File: config.mk
export PLATFORM = sky130hd
export DESIGN_NAME = lcd_status_driver_flat
export DESIGN_NICKNAME = d
export VERILOG_FILES = /design/src/rtl/lcd_status_driver_if.sv /design/src/rtl/lcd_status_driver.sv /design/src/flat_wrapper.sv
export SDC_FILE = /design/constraint.sdc
export NUM_CORES = 1
export LEC_CHECK = 0
export ABC_AREA = 0
export CAP_MARGIN = 20
export CORE_MARGIN = 4
export CORE_UTILIZATION = 30
export DETAILED_ROUTE_END_ITERATION = 6
export DONT_BUFFER_PORTS = 1
export HOLD_SLACK_MARGIN = 0.06
export PLACE_DENSITY = 0.48
export SLEW_MARGIN = 20
export SYNTH_ARGS = -nofsm -noshare
export SYNTH_HDL_FRONTEND = slang
export SYNTH_SLANG_ARGS = --single-unit
File: constraint.sdc
create_clock -name clk -period 4.06 [get_ports clk]
set_input_delay 0.203 -clock clk [delete_from_list [all_inputs] [get_ports clk]]
set_output_delay 0.203 -clock clk [all_outputs]
set_load 0.01 [all_outputs]
File: src/rtl/lcd_status_driver_if.sv
// lcd_status_driver_if
//   Pin bundle between the status driver and an HD44780-compatible LCD
//   running in 8-bit write-only mode.
//   lcd_data : DB7..DB0
//   lcd_rs   : 0 = command, 1 = character data
//   lcd_rw   : read/write select (always write)
//   lcd_en   : enable strobe
//   lcd_on   : panel power / backlight enable
//   master modport = the driver, slave modport = the panel side.
interface lcd_status_driver_if;
  logic [7:0] lcd_data;
  logic       lcd_rs;
  logic       lcd_rw;
  logic       lcd_en;
  logic       lcd_on;

  modport master (output lcd_data, output lcd_rs, output lcd_rw, output lcd_en, output lcd_on);
  modport slave  (input  lcd_data, input  lcd_rs, input  lcd_rw, input  lcd_en, input  lcd_on);
endinterface

File: src/rtl/lcd_status_driver.sv
// lcd_status_driver
//   Renders the 16-bit process-manager status code as text on a 16x2
//   HD44780 LCD. After reset it waits, sends the init commands
//   (0x38, 0x0C, 0x06, 0x01), then rewrites both lines whenever the
//   level-sampled `code` differs from the code currently displayed.
//   Ports:
//     clk        : system clock, rising edge
//     reset      : synchronous, active-high
//     code       : status code (launched on the falling edge upstream)
//     lcd        : LCD pin bundle (master modport)
//     busy       : high during init or a refresh
//     shown_code : code on the display, 0xFFFF before the first refresh
//   Build option:
//     LCD_LINE2_CODE_EN : when defined, line 2 shows "COD: nn" (or
//                         "COD: --" above 16); otherwise 16 spaces.
module lcd_status_driver #(
  parameter int ENABLE_CYCLES    = 12,
  parameter int SETTLE_CYCLES    = 2500,
  parameter int CLEAR_CYCLES     = 100000,
  parameter int INIT_WAIT_CYCLES = 1000000
) (
  input  logic                       clk,
  input  logic                       reset,
  input  logic [15:0]                code,
  lcd_status_driver_if.master        lcd,
  output logic                       busy,
  output logic [15:0]                shown_code
);

  typedef enum logic [1:0] {ST_INIT_WAIT, ST_INIT_CMD, ST_IDLE, ST_REFRESH} state_t;
  typedef enum logic [1:0] {PH_SETUP, PH_ENABLE, PH_SETTLE} phase_t;

  localparam logic [31:0] INIT_LAST   = 32'(INIT_WAIT_CYCLES - 1);
  localparam logic [31:0] ENABLE_LAST = 32'(ENABLE_CYCLES - 1);
  localparam logic [31:0] SETTLE_LAST = 32'(SETTLE_CYCLES - 1);
  localparam logic [31:0] CLEAR_LAST  = 32'(CLEAR_CYCLES - 1);

  state_t      state_q, state_d;
  phase_t      phase_q, phase_d;
  logic [31:0] cnt_q, cnt_d;
  logic [5:0]  idx_q, idx_d;     // byte index within init (0..3) or refresh (0..33)
  logic [15:0] pend_q, pend_d;
  logic [15:0] shown_q, shown_d;

  logic        last_byte;
  logic [31:0] settle_last;
  logic        active;
  logic [3:0]  col1, col2;
  logic [7:0]  cur_byte;

  // Left-justify a right-aligned string literal, filling with spaces.
  function automatic logic [127:0] pad16(input logic [127:0] s);
    logic [127:0] t;
    t = s;
    for (int i = 0; i < 16; i++) begin
      if (t[127:120] == 8'h00) t = {t[119:0], 8'h20};
    end
    return t;
  endfunction

  function automatic logic [7:0] line1_char(input logic [15:0] p, input logic [3:0] col);
    logic [127:0] text;
    case (p)
      16'd0:  text = pad16(128'("AGUARDANDO"));
      16'd1, 16'd2, 16'd3, 16'd4, 16'd5,
      16'd6, 16'd7, 16'd8, 16'd9, 16'd10: begin
        text = pad16(128'("PROCESSO"));
        if (p == 16'd10) begin
          text[55:48] = "1";
          text[47:40] = "0";
        end else begin
          text[55:48] = 8'h30 + p[7:0];
        end
      end
      16'd11: text = pad16(128'("ENTRADA"));
      16'd12: text = pad16(128'("TROCA CONTEXTO"));
      16'd13: text = pad16(128'("SAIDA"));
      16'd14: text = pad16(128'("FIM SO"));
      16'd15: text = pad16(128'("SO EXECUTANDO"));
      16'd16: text = pad16(128'("FIM PROCESSO"));
      default: text = pad16(128'("CODIGO INVALIDO"));
    endcase
    return text[{4'd15 - col, 3'b000} +: 8];
  endfunction

`ifdef LCD_LINE2_CODE_EN
  function automatic logic [7:0] line2_char(input logic [15:0] p, input logic [3:0] col);
    logic [127:0] text;
    text = pad16(128'("COD: --"));
    if (p <= 16'd16) begin
      text[87:80] = (p >= 16'd10) ? 8'h31 : 8'h30;
      text[79:72] = 8'h30 + ((p >= 16'd10) ? (p[7:0] - 8'd10) : p[7:0]);
    end
    return text[{4'd15 - col, 3'b000} +: 8];
  endfunction
`endif

  // State register
  always_ff @(posedge clk) begin
    if (reset) begin
      state_q <= ST_INIT_WAIT;
      phase_q <= PH_SETUP;
      cnt_q   <= '0;
      idx_q   <= '0;
      pend_q  <= '0;
      shown_q <= 16'hFFFF;
    end else begin
      state_q <= state_d;
      phase_q <= phase_d;
      cnt_q   <= cnt_d;
      idx_q   <= idx_d;
      pend_q  <= pend_d;
      shown_q <= shown_d;
    end
  end

  // Next-state logic
  always_comb begin
    state_d     = state_q;
    phase_d     = phase_q;
    cnt_d       = cnt_q;
    idx_d       = idx_q;
    pend_d      = pend_q;
    shown_d     = shown_q;
    last_byte   = (state_q == ST_INIT_CMD) ? (idx_q == 6'd3) : (idx_q == 6'd33);
    // Only the clear command (last init byte) gets the long settle time.
    settle_last = (state_q == ST_INIT_CMD && idx_q == 6'd3) ? CLEAR_LAST : SETTLE_LAST;
    case (state_q)
      ST_INIT_WAIT: begin
        if (cnt_q == INIT_LAST) begin
          state_d = ST_INIT_CMD;
          phase_d = PH_SETUP;
          cnt_d   = '0;
          idx_d   = '0;
        end else begin
          cnt_d = cnt_q + 32'd1;
        end
      end
      ST_IDLE: begin
        if (code != shown_q) begin
          pend_d  = code;
          state_d = ST_REFRESH;
          phase_d = PH_SETUP;
          cnt_d   = '0;
          idx_d   = '0;
        end
      end
      default: begin
        case (phase_q)
          PH_SETUP: begin
            phase_d = PH_ENABLE;
            cnt_d   = '0;
          end
          PH_ENABLE: begin
            if (cnt_q == ENABLE_LAST) begin
              phase_d = PH_SETTLE;
              cnt_d   = '0;
            end else begin
              cnt_d = cnt_q + 32'd1;
            end
          end
          default: begin
            if (cnt_q == settle_last) begin
              cnt_d   = '0;
              phase_d = PH_SETUP;
              if (last_byte) begin
                state_d = ST_IDLE;
                if (state_q == ST_REFRESH) shown_d = pend_q;
              end else begin
                idx_d = idx_q + 6'd1;
              end
            end else begin
              cnt_d = cnt_q + 32'd1;
            end
          end
        endcase
      end
    endcase
  end

  // Output logic
  always_comb begin
    active   = (state_q == ST_INIT_CMD) || (state_q == ST_REFRESH);
    col1     = 4'(idx_q - 6'd1);
    col2     = 4'(idx_q - 6'd18);
    cur_byte = 8'h00;
    if (state_q == ST_INIT_CMD) begin
      case (idx_q[1:0])
        2'd0:    cur_byte = 8'h38;
        2'd1:    cur_byte = 8'h0C;
        2'd2:    cur_byte = 8'h06;
        default: cur_byte = 8'h01;
      endcase
    end else if (state_q == ST_REFRESH) begin
      if (idx_q == 6'd0)       cur_byte = 8'h80;
      else if (idx_q <= 6'd16) cur_byte = line1_char(pend_q, col1);
      else if (idx_q == 6'd17) cur_byte = 8'hC0;
      else begin
`ifdef LCD_LINE2_CODE_EN
        cur_byte = line2_char(pend_q, col2);
`else
        cur_byte = 8'h20;
`endif
      end
    end
    lcd.lcd_data = active ? cur_byte : 8'h00;
    lcd.lcd_rs   = (state_q == ST_REFRESH) && (idx_q != 6'd0) && (idx_q != 6'd17);
    lcd.lcd_rw   = 1'b0;
    lcd.lcd_en   = active && (phase_q == PH_ENABLE);
    lcd.lcd_on   = ~reset;
    busy         = (state_q != ST_IDLE);
    shown_code   = shown_q;
  end

endmodule

File: src/flat_wrapper.sv
// flat-port wrapper written by rule: the top's interface ports become plain ports
module lcd_status_driver_flat 
#(
  parameter int ENABLE_CYCLES    = 12,
  parameter int SETTLE_CYCLES    = 2500,
  parameter int CLEAR_CYCLES     = 100000,
  parameter int INIT_WAIT_CYCLES = 1000000
)
  (clk, reset, code, busy, shown_code, lcd_lcd_data, lcd_lcd_rs, lcd_lcd_rw, lcd_lcd_en, lcd_lcd_on);
  lcd_status_driver_if lcd_i ();
  input  logic clk;
  input  logic reset;
  input  logic [15:0] code;
  output logic busy;
  output logic [15:0] shown_code;
  output wire logic [$bits(lcd_i.lcd_data)-1:0] lcd_lcd_data;
  output wire logic [$bits(lcd_i.lcd_rs)-1:0] lcd_lcd_rs;
  output wire logic [$bits(lcd_i.lcd_rw)-1:0] lcd_lcd_rw;
  output wire logic [$bits(lcd_i.lcd_en)-1:0] lcd_lcd_en;
  output wire logic [$bits(lcd_i.lcd_on)-1:0] lcd_lcd_on;
  assign lcd_lcd_data = lcd_i.lcd_data;
  assign lcd_lcd_rs = lcd_i.lcd_rs;
  assign lcd_lcd_rw = lcd_i.lcd_rw;
  assign lcd_lcd_en = lcd_i.lcd_en;
  assign lcd_lcd_on = lcd_i.lcd_on;
  lcd_status_driver #(.ENABLE_CYCLES(ENABLE_CYCLES), .SETTLE_CYCLES(SETTLE_CYCLES), .CLEAR_CYCLES(CLEAR_CYCLES), .INIT_WAIT_CYCLES(INIT_WAIT_CYCLES)) u_core (.clk(clk), .reset(reset), .code(code), .lcd(lcd_i), .busy(busy), .shown_code(shown_code));
endmodule
Word-level counts from Yosys, hierarchy flattened --
Index checks and enable logic that the tools add are counted.
Storage, ports and cells: register bits after elaboration 74, input port bits 18, logic and storage cells 114, output and inout port bits 29
Operators by class: magnitude comparators 1, mux-type cells 40, add/sub/neg operators 5, bitwise logic cells 3, reductions and logical operators 22, equal/unequal tests 36, shift operators 1
Operators with widths (count):
- one-hot mux 125 bit (8 select lines) | 1
- 2-to-1 mux 128 bit | 4
- == test 16 x 4 -> 1 bit, second input constant | 8
- 2-to-1 mux 32 bit | 4
- one-hot mux 32 bit (2 select lines) | 2
- indexed part select 128 x 8 -> 8 bit | 1
- == test 16 x 3 -> 1 bit, second input constant | 4
- 2-to-1 mux 8 bit | 7
- adder 32 x 1 -> 32 bit, second input constant | 1
- == test 16 x 2 -> 1 bit, second input constant | 2
- == test 32 x 20 -> 1 bit, second input constant | 1
- == test 32 bit | 1
- == test 32 x 4 -> 1 bit, second input constant | 1
- 2-to-1 mux 6 bit | 5
- 2-to-1 mux 2 bit | 9
- one-hot mux 6 bit (3 select lines) | 1
- 2-to-1 mux 17 bit | 1
- == test 16 x 1 -> 1 bit, second input constant | 1
- == test 16 x 5 -> 1 bit, second input constant | 1
- logical NOT 16 bit | 1
- inequality test 16 bit | 1
- AND reduction 5 bit | 3
- one-hot mux 2 bit (2 select lines) | 3
- one-hot mux 6 bit (2 select lines) | 1
- 30 further kinds | 44

Longest topological paths before layout --
Gate-level depths: netlist (run 1).
depth after elaboration 13, gate-level depth with buffers 11

Least setup slack after synthesis (run 1) --
No wires, ideal clock.
kind register to output, start reg u_core.idx_q[0], end out lcd_lcd_data[1], data arrival time 2.544 ns, stages on the path, launching flop included 12, data required time 3.857 ns, slack 1.313 ns, cells stage by stage dfxtp_1 inv_1 clkbuf_1 ha_1 clkbuf_1 nor4b_1 mux2i_1 nand2_1 nor2_1 nand2_1 a211o_1 nand3_1
Between the ends: longest elaborated chain between the ends 8, elaborated cells on any way between the ends 14, classes of those cells add/sub (2); order compare (1); eq/ne (2); shift (1); mux (6); reduce/logical (2)
RTL lines:
- start, declared | RTL line lcd_status_driver.sv:41 | logic [5:0] idx_q, idx_d;
- start signal, assigned | RTL line lcd_status_driver.sv:111 | idx_q <= idx_d;
- subtractor 4 x 1 -> 4 bit | RTL line lcd_status_driver.sv:184 | col1 = 4'(idx_q - 6'd1);
- subtractor 4 bit | RTL line lcd_status_driver.sv:83 | return text[{4'd15 - col, 3'b000} +: 8];
- indexed part select 128 x 8 -> 8 bit | RTL line lcd_status_driver.sv:83
- 2-to-1 mux 8 bit | RTL line lcd_status_driver.sv:196 | else if (idx_q <= 6'd16) cur_byte = line1_char(pend_q, col1);
- 2-to-1 mux 8 bit | RTL line lcd_status_driver.sv:195 | if (idx_q == 6'd0) cur_byte = 8'h80;
- 2-to-1 mux 8 bit | RTL line lcd_status_driver.sv:194 | end else if (state_q == ST_REFRESH) begin
- 2-to-1 mux 8 bit * | RTL line lcd_status_driver.sv:187 | if (state_q == ST_INIT_CMD) begin
- 2-to-1 mux 8 bit * | RTL line lcd_status_driver.sv:206 | lcd.lcd_data = active ? cur_byte : 8'h00;
- end, declared | RTL line flat_wrapper.sv:16 | output wire logic [$bits(lcd_i.lcd_data)-1:0] lcd_lcd_data;
Mark *: on every way between the ends. The rest lies on a longest branch, timed or not.

Worst setup path after layout (run 1) --
start reg u_core.pend_q[6], end out lcd_lcd_data[3]
Between the ends: longest elaborated chain between the ends 13, elaborated cells on any way between the ends 30, classes of those cells eq/ne (16); shift (1); mux (11); reduce/logical (2)
RTL lines:
- start, declared | RTL line lcd_status_driver.sv:42 | logic [15:0] pend_q, pend_d;
- start signal, assigned | RTL line lcd_status_driver.sv:112 | pend_q <= pend_d;
- == test 16 x 1 -> 1 bit (tied with other cells) | RTL line lcd_status_driver.sv:63 | case (p)
- OR reduction 10 bit / 2-to-1 mux 8 bit (equally long branches) | RTL line lcd_status_driver.sv:63, lcd_status_driver.sv:68
- one-hot mux 125 bit (8 select lines) * | RTL line lcd_status_driver.sv:63
- 2-to-1 mux 128 bit * | RTL line lcd_status_driver.sv:196
- 2-to-1 mux 128 bit * | RTL line lcd_status_driver.sv:195
- 2-to-1 mux 128 bit * | RTL line lcd_status_driver.sv:194
- 2-to-1 mux 128 bit * | RTL line lcd_status_driver.sv:187
- indexed part select 128 x 8 -> 8 bit * | RTL line lcd_status_driver.sv:83
- 2-to-1 mux 8 bit * | RTL line lcd_status_driver.sv:196
- 2-to-1 mux 8 bit * | RTL line lcd_status_driver.sv:195
- 2-to-1 mux 8 bit * | RTL line lcd_status_driver.sv:194
- 2-to-1 mux 8 bit * | RTL line lcd_status_driver.sv:187
- 2-to-1 mux 8 bit * | RTL line lcd_status_driver.sv:206
Mark *: on every way between the ends. The rest lies on a longest branch, timed or not. The select of a mux whose other input is x is not followed.

==> impl_results.md, run 1 <==
* Drt initial violations at 501
* Top routing layer in use: met4
* Combinational power share at 0.035
* DR vias at ~5500
* P per Cell Area at ~270 nW/µm²
* Met2 Wirelength at 8175 µm
* Worst reg2reg setup slack at about 1.1 ns
* Outcome: completed
* Post-synth EDFFs at 0
* Site Rows at 48
* Grt ovf at 0
* Slew @ Worst Pin at just over 1 ns
* Synth cell types at 74
* Slew Limit Fails at 0
* Metal-1 WL at 7159 µm
* Final hold violation count at 0
* Avg Synthesized Cell Area at roughly 7.5 µm²
* Clock Skews at roughly 0.0064 ns
* Int Power at 1.250 mW
* Syn Nets at ~740
* Min-delay worst type: input pin to flop
* RSZ-0062 raised after global routing: false
* Post-Syn Area at 5375 µm²
* Nets at between 700 and 800
* Die X at between 100 and 150 µm
* Wire per inst at between 15 and 20 µm
* H-tree Lvls at 3
* Die height at about 140 µm
* Final Cell Area at 6002 µm²
* Post-route ant nets at 0
* GP Congestion at roughly 1
* Port-buffer cells at 0
* CP endpoint kind: output port
* Req. time, crit path at around 3.9 ns
* Met3 wire length at ~910 µm
* Synthesis warning total at 0
* LEAKAGE at 2.011 nW
* Fmax at 289.7 MHz
* Final setup vio count at 0
* Vias per inst at about 5.8
* Crit start category: flop
* Mapped Cells at slightly above 700
* Setup CP Type: flop to output port
* CP Max Fanout at 19
* Share of cells above drive strength 1 at 0.06461
* Number of max-cap violations at 0
* TritonCTS clock tree: built
* Instance area at placement at roughly 5500 µm²
* #FFs+latches synth at 74
* Largest net degree at the start of global routing at 42
* Global-route total usage across every layer at 0.1714
* Syn-to-layout area delta at 11.66%
* Dpl hpwl at between 10000 and 15000 µm
* Total CTS buffers at 9
* R2R Path End: u_core.pend_q[15]$_SDFFE_PP0P_
* # fillers at about 1900
* Clock sinks at 74
* Detailed-router iteration count before antenna repair at 5
* Cell Count, Final, Fillers Out at approximately 940
* Worst-Skew Late Latency at about 0.34 ns
* RR Startpoint: u_core.shown_code[2]$_SDFFE_PP1P_
* Async S/R FF share, synth at 0
* Clock power frac at 0.507
* Peak supply drop at about 0.21 mV
* DRC Markers at 0
* Tcrit/Tclk final at 0.8501
* Initial Util at 0.3086
* Top_reg_cell synth: dfxtp_1
* End of the critical path: lcd_lcd_data[3]
* I/O pin cnt at 47
* Reg clk slew, reported paths at around 0.060 ns
* Total core area at around 17000 µm²
* WHS Path Cells at 5
* Sequential Power Share at 0.458
* Final setup TNS at 0 ns
* Switching part of the total power at 0.2172
* N_diodes at 0
* First-pass GRT wire length at between 20000 and 30000 µm
* Psw at approximately 0.35 mW
* Register area share after synthesis at 0.2756
* Area of the multi-input gates at roughly 3600 µm²
* Placed instance count at 904
* Register Area at between 1000 and 1500 µm²
* Die area at slightly above 20000 µm²
* Min Tclk post-route at between 3 and 4 ns
* Routed WL at about 17000 µm
* Initial antenna violation count at 0
* Max-slew headroom at 0.3197
* CP Launch Point: u_core.pend_q[6]$_SDFFE_PP0P_
* Crit path DAT at 3.25 ns
* Clock Tree Buf Depth at 2
* Number of global-route vias before repair at between 5000 and 6000
* Post-CTS Resized at 0
* CTS Root Cell: clkbuf_16
* FF-to-FF path depth at 8
-- kinds of logic after synthesis --
family | after synthesis | share of synthesized area
other | 1 | 0.0006977
adder cells (fa/ha/maj) | 10 | 0.02328
multiplexers | 24 | 0.04493
flip-flops | 74 | 0.2756
XOR/XNOR | 56 | 0.09125
AND/OR/NAND/NOR | 298 | 0.2856
buffers and inverters | 68 | 0.05703
AO/OA/AOI/OAI | 184 | 0.2216
-- per-stage QoR --
step | hold slack [ns] | util | power [mW] | worst slack (ns)
final | 0.3227 | 0.3446 | 1.596 | 0.6086
after global routing | 0.3648 | 0.3446 | 1.664 | 0.3393
after CTS | 0.2998 | 0.3446 | 1.622 | 0.6365
after detailed placement | 0.2835 | 0.3173 | 0.7862 | 1.030
after global placement | 0.2809 | 0.3173 | 0.7854 | 0.9034
after floorplan | 0.3390 | - | 0.7815 | 1.313
-- Yosys cell counts (10+ instances only) --
library cell / number / share of area
dfxtp_1: 74 / 0.28
nand3_1: 29 / 0.027
a21oi_1: 55 / 0.051
mux2i_1: 23 / 0.043
xnor2_1: 37 / 0.060
nor3_1: 15 / 0.014
nand4_1: 23 / 0.027
xor2_1: 19 / 0.031
nor2_1: 79 / 0.055
o21ai_0: 46 / 0.043
clkbuf_1: 35 / 0.024
inv_1: 14 / 0.0098
and3_1: 12 / 0.014
nand2_1: 78 / 0.054
ha_1: 10 / 0.023
o211ai_1: 10 / 0.014
buf_2: 10 / 0.0093
-- worst max-delay path: stages, from the launching register on --
cell      delay (ns)
dfxtp_1         0.35
nor4_2          0.56
and4_1          0.71
nand2_1         0.28
a21oi_1         0.22
a211o_1         0.12
a21oi_1         0.06
o311ai_0        0.40
buf_4           0.21
-- layout make-up --
| class | count | share of cell area |
|---|---|---|
| clock buffers | 11 | 0.04044 |
| inverters | 17 | 0.01063 |
| flip-flops and latches | 74 | 0.2468 |
| multi-input cells | 573 | 0.5977 |
| clock inverters | 5 | 0.01042 |
| repair buffers | 32 | 0.04711 |
| well taps | 225 | 0.04690 |
-- sequential cells by signal (all words and copies together), names as in the netlist --
| register | cells |
|---|---|
| u_core.cnt_q | 32 |
| u_core.idx_q | 6 |
| u_core.pend_q | 16 |
| u_core.phase_q | 2 |
| u_core.shown_code | 16 |
| u_core.state_q | 2 |
-- power by group through the flow --
stage          Combinational (mW)  Clock, mW  Sequential, mW
2_1_floorplan              0.0346          0           0.747
6_report                   0.0557      0.809           0.732
4_1_cts                    0.0558      0.835           0.731
5_1_grt                    0.0605      0.871           0.732
3_5_place_dp               0.0387          0           0.748
3_3_place_gp               0.0381          0           0.747
-- how the worst min path moves through the flow --
stage                        from                              to  slack (ns)
final                     code[6]    u_core.cnt_q[1]$_SDFFE_PP0P_        0.32
after floorplan           code[0]   u_core.pend_q[0]$_SDFFE_PP0P_        0.34
after detailed placement    reset  u_core.pend_q[13]$_SDFFE_PP0P_        0.28
after CTS                 code[6]    u_core.cnt_q[1]$_SDFFE_PP0P_        0.30
after global routing      code[9]    u_core.cnt_q[1]$_SDFFE_PP0P_        0.36
after global placement      reset    u_core.idx_q[0]$_SDFFE_PP0P_        0.28
-- timing repair --
| action | CTS | global route |
|---|---|---|
| hold buffers | 17 | 0 |
| endpoints found under the hold margin | 23 | 0 |
| setup buffers | 0 | 0 |
-- cell usage in the layout (no fill, tap or decap), types with 4 or more instances in the layout --
master	count
o21ai_0	46
nor3_1	15
and4_1	6
or3_1	7
nor2_1	79
ha_1	10
a31oi_1	9
nor4_1	7
nand3_1	29
nor4b_1	5
o2111ai_1	7
nand2_1	78
dfxtp_1	74
xor2_1	19
a22oi_1	6
buf_4	15
clkbuf_16	9
nand4_1	23
xnor2_1	37
and2_1	5
and3_1	12
o21a_1	4
a211oi_1	4
a21oi_1	55
dlygate4sd3_1	17
o211ai_1	10
a211o_1	5
mux2i_1	23
o311ai_0	4
inv_1	14
-- per-layer routing --
metal	GRT usage	vias to the layer above
li1	-	2578
met1	0.2084	2633
met2	0.2871	185
met3	0.03303	60
met4	0.08838	0
met5	0	-
Power figures use the tool's default switching activity.
==> inputs of run 2 (changes only) <==
ABC_AREA = 1   (was 0)
==> run 2 against run 1 <==
Effect of this change:
- clock power is 9.5% higher
- sequential share of layout area is 2.2 points lower
- setup slack better by 0.054 ns
- die area is 10% higher
- critical path depth is 6 higher
- routed wire length is 11% higher
- utilization is 0.56 points lower
- combinational power is 20% lower
- synthesized area is 11% higher
- critical path type unchanged
- largest cell class unchanged
==> impl_results.md, run 2 <==
* Most common cell after layout, fill and taps aside: nand2_1
* TritonCTS clock tree: built
* I/O pin cnt at 47 (unchanged)
* RSZ-0062 raised after global routing: false
* Detailed-router iteration count before antenna repair at 5 (unchanged)
* Outcome: completed
* Peak supply drop at 0.1983 mV (-7.7%)
* Die area at 22140 µm² (+10%)
* Combinational power share at 0.027 (-0.008)
* Grt ovf at 0 (unchanged)
* Nets at 976 (+33%)
* Cell with the most instances after synthesis: nand2_1
* # fillers at 2169 (+17%)
* Psw at 0.3545 mW (+2.3%)
* Min-delay worst type: input pin to flop
* Register area share after synthesis at 0.2491 (-0.02655)
* CTS Hold Bufs at 12 (-5)
* Synth area leader: dfxtp_1
* CTS Root Cell: clkbuf_16
* GP Congestion at 0.9066 (-10%)
* DR vias at 6281 (+15%)
* Post-route ant nets at 0 (unchanged)
* RR Startpoint: u_core.idx_q[1]$_SDFFE_PP0P_
* Area of the multi-input gates at 3752 µm² (+4.6%)
* Mapped Cells at 955 (+34%)
* Crit start category: flop
* First-pass GRT wire length at 31210 µm (+11%)
* CP Max Fanout at 27 (+8)
* Number of global-route vias before repair at 5990 (+13%)
* Top post-synthesis cells by area: dfxtp_1, nand2_1, inv_1, nand3_1, nor2_1
* Crit path DAT at 3.19 ns (-0.06 ns)
* Biggest register: u_core.cnt_q
* Min Tclk post-route at 3.398 ns (-0.05359 ns)
* WHS Path Cells at 2 (-3)
* Port-buffer cells at 0 (unchanged)
* Largest net degree at the start of global routing at 56 (+33%)
* CP Launch Point: u_core.idx_q[0]$_SDFFE_PP0P_
* Slew Limit Fails at 0 (unchanged)
* Syn Nets at 983 (+32%)
* Global-route total usage across every layer at 0.1723 (+0.0009708)
* LEAKAGE at 2.815 nW (+40%)
* Max FFs per register at 32 (unchanged)
* Cell Count, Final, Fillers Out at 1218 (+30%)
* Total core area at 19460 µm² (+12%)
* Req. time, crit path at 3.86 ns (about the same)
* Site Rows at 51 (+6.3%)
* Clock sinks at 74 (unchanged)
* Min-delay src: code[9]
* H-tree Lvls at 3 (unchanged)
* Die X at 148.8 µm (+4.9%)
* Sequential Power Share at 0.440 (-0.018)
* Tcrit/Tclk final at 0.8369 (-0.01320)
* Synthesis warning total at 0 (unchanged)
* Final setup TNS at 0 ns (unchanged)
* Switching part of the total power at 0.2133 (-0.003896)
* Slew @ Worst Pin at 0.9294 ns (-0.08771 ns)
* Final setup margin at 0.6622 ns (+0.05359 ns)
* Avg Synthesized Cell Area at 6.228 µm² (-17%)
* Drt initial violations at 583 (+16%)
* Post-synth EDFFs at 0 (unchanged)
* Routed WL at 18830 µm (+11%)
* Most frequent cells in the layout: nand2_1, inv_1, nor2_1
* DRC Markers at 0 (unchanged)
* Async S/R FF share, synth at 0 (unchanged)
* Syn-to-layout area delta at 10.94%
* Post-Syn Area at 5948 µm² (+11%)
* Final hold violation count at 0 (unchanged)
* Top_reg_cell synth: dfxtp_1
* Synth top area share at 0.2491 (-0.02655)
* Finished Core Util at 0.3391 (-0.005557)
* Register Area at 1481 µm² (unchanged)
* Die height at 148.8 µm (+4.9%)
* Setup Fix Bufs, Post-CTS at 0 (unchanged)
* Vias per inst at 5.157 (-11%)
* Clock Tree Buf Depth at 2 (unchanged)
* Initial Util at 0.3056 (-0.002995)
* Fmax at 294.3 MHz (+1.6%)
* #FFs+latches synth at 74 (unchanged)
* CP endpoint kind: output port
* Setup CP Type: flop to output port
* Reg clk slew, reported paths at 0.06 ns (about the same)
* Synth cell types at 42 (-43%)
* Initial antenna violation count at 0 (unchanged)
* Final setup vio count at 0 (unchanged)
* Clock Skews at 0.006799 ns (+0.0004335 ns)
* Clock power frac at 0.533 (+0.026)
* Total CTS buffers at 9 (unchanged)
* Dpl hpwl at 14310 µm (+16%)
* Number of max-cap violations at 0 (unchanged)
* Place WS at 1.033 ns (+0.003530 ns)
* Synth top cells by count: nand2_1, inv_1, nor2_1
* P per Cell Area at 251.9 nW/µm² (-5.3%)
* Int Power at 1.308 mW (+4.7%)
* Placed instance count at 1190 (+32%)
* Max-slew headroom at 0.3789 (+0.05921)
* FF-to-FF path depth at 7 (-1)
* N_diodes at 0 (unchanged)
* Post-CTS Resized at 0 (unchanged)
* Wire per inst at 15.46 µm (-15%)
* Share of cells above drive strength 1 at 0.06611 (+0.001500)
* Worst-Skew Late Latency at 0.35 ns (about the same)
[run 2: metrics by stage]
step                instance area, µm²  hold slack (ns)  power [mW]
floorplan                         5948           0.3941      0.7762
global placement                  6151           0.2765      0.7821
detailed placement                6151           0.2770      0.7816
CTS                               6599          0.06526       1.687
global route                      6599           0.1012       1.718
finish                            6599          0.07727       1.662
[run 2: layout make-up]
class                      instances  share of cell area
sequential                        74              0.2245
timing repair buffer              19             0.02617
multi-input combinational        703              0.5686
clock inverter                     5             0.01289
tap                              265             0.05025
inverter                         141             0.08077
clock buffer                      11             0.03678
[run 2: worst max-delay path, stage by stage, from the launching register on]
cell      delay, ns
dfxtp_1        0.38
buf_4          0.25
inv_2          0.24
ha_1           0.39
clkinv_1       0.41
nor2_1         0.34
nand2_1        0.07
o21ai_0        0.15
nand4_1        0.09
a21oi_1        0.14
nand2_1        0.08
nand2_1        0.10
nand2_1        0.05
nand2_1        0.05
a21oi_1        0.10
[run 2: per-layer routing]
layer,vias to the layer above,global-route usage,share of wire
met5,-,0,0
met4,0,0.04897,0.022
met3,39,0.04284,0.068
met2,213,0.2687,0.44
met1,2862,0.2375,0.47
li1,3167,-,-
[run 2: cells by family (layout without fill, tap and decap cells)]
| group | after synthesis | after routing | synth area share |
|---|---|---|---|
| XOR/XNOR | 43 | 43 | 0.06331 |
| adder cells (fa/ha/maj) | 10 | 10 | 0.02103 |
| AO/OA/AOI/OAI | 161 | 161 | 0.1618 |
| flip-flops | 74 | 74 | 0.2491 |
| other | 1 | 1 | 0.0006304 |
| AND/OR/NAND/NOR | 488 | 488 | 0.3841 |
| buffers and inverters | 178 | 176 | 0.1201 |
[run 2: worst paths after layout]
check                                                          to  slack, ns
worst min register to register     u_core.pend_q[14]$_SDFFE_PP0P_       0.47
worst min-delay path                u_core.pend_q[9]$_SDFFE_PP0P_       0.08
worst max register to register  u_core.shown_code[2]$_SDFFE_PP1P_       1.06
worst max-delay path                              lcd_lcd_data[5]       0.66
[run 2: power by group through the flow]
stage	Combinational (mW)	Clock (mW)	Sequential, mW
floorplan	0.0292	0	0.747
global placement	0.0343	0	0.748
detailed placement	0.0340	0	0.748
CTS	0.0448	0.911	0.731
global route	0.0504	0.936	0.732
finish	0.0445	0.886	0.732
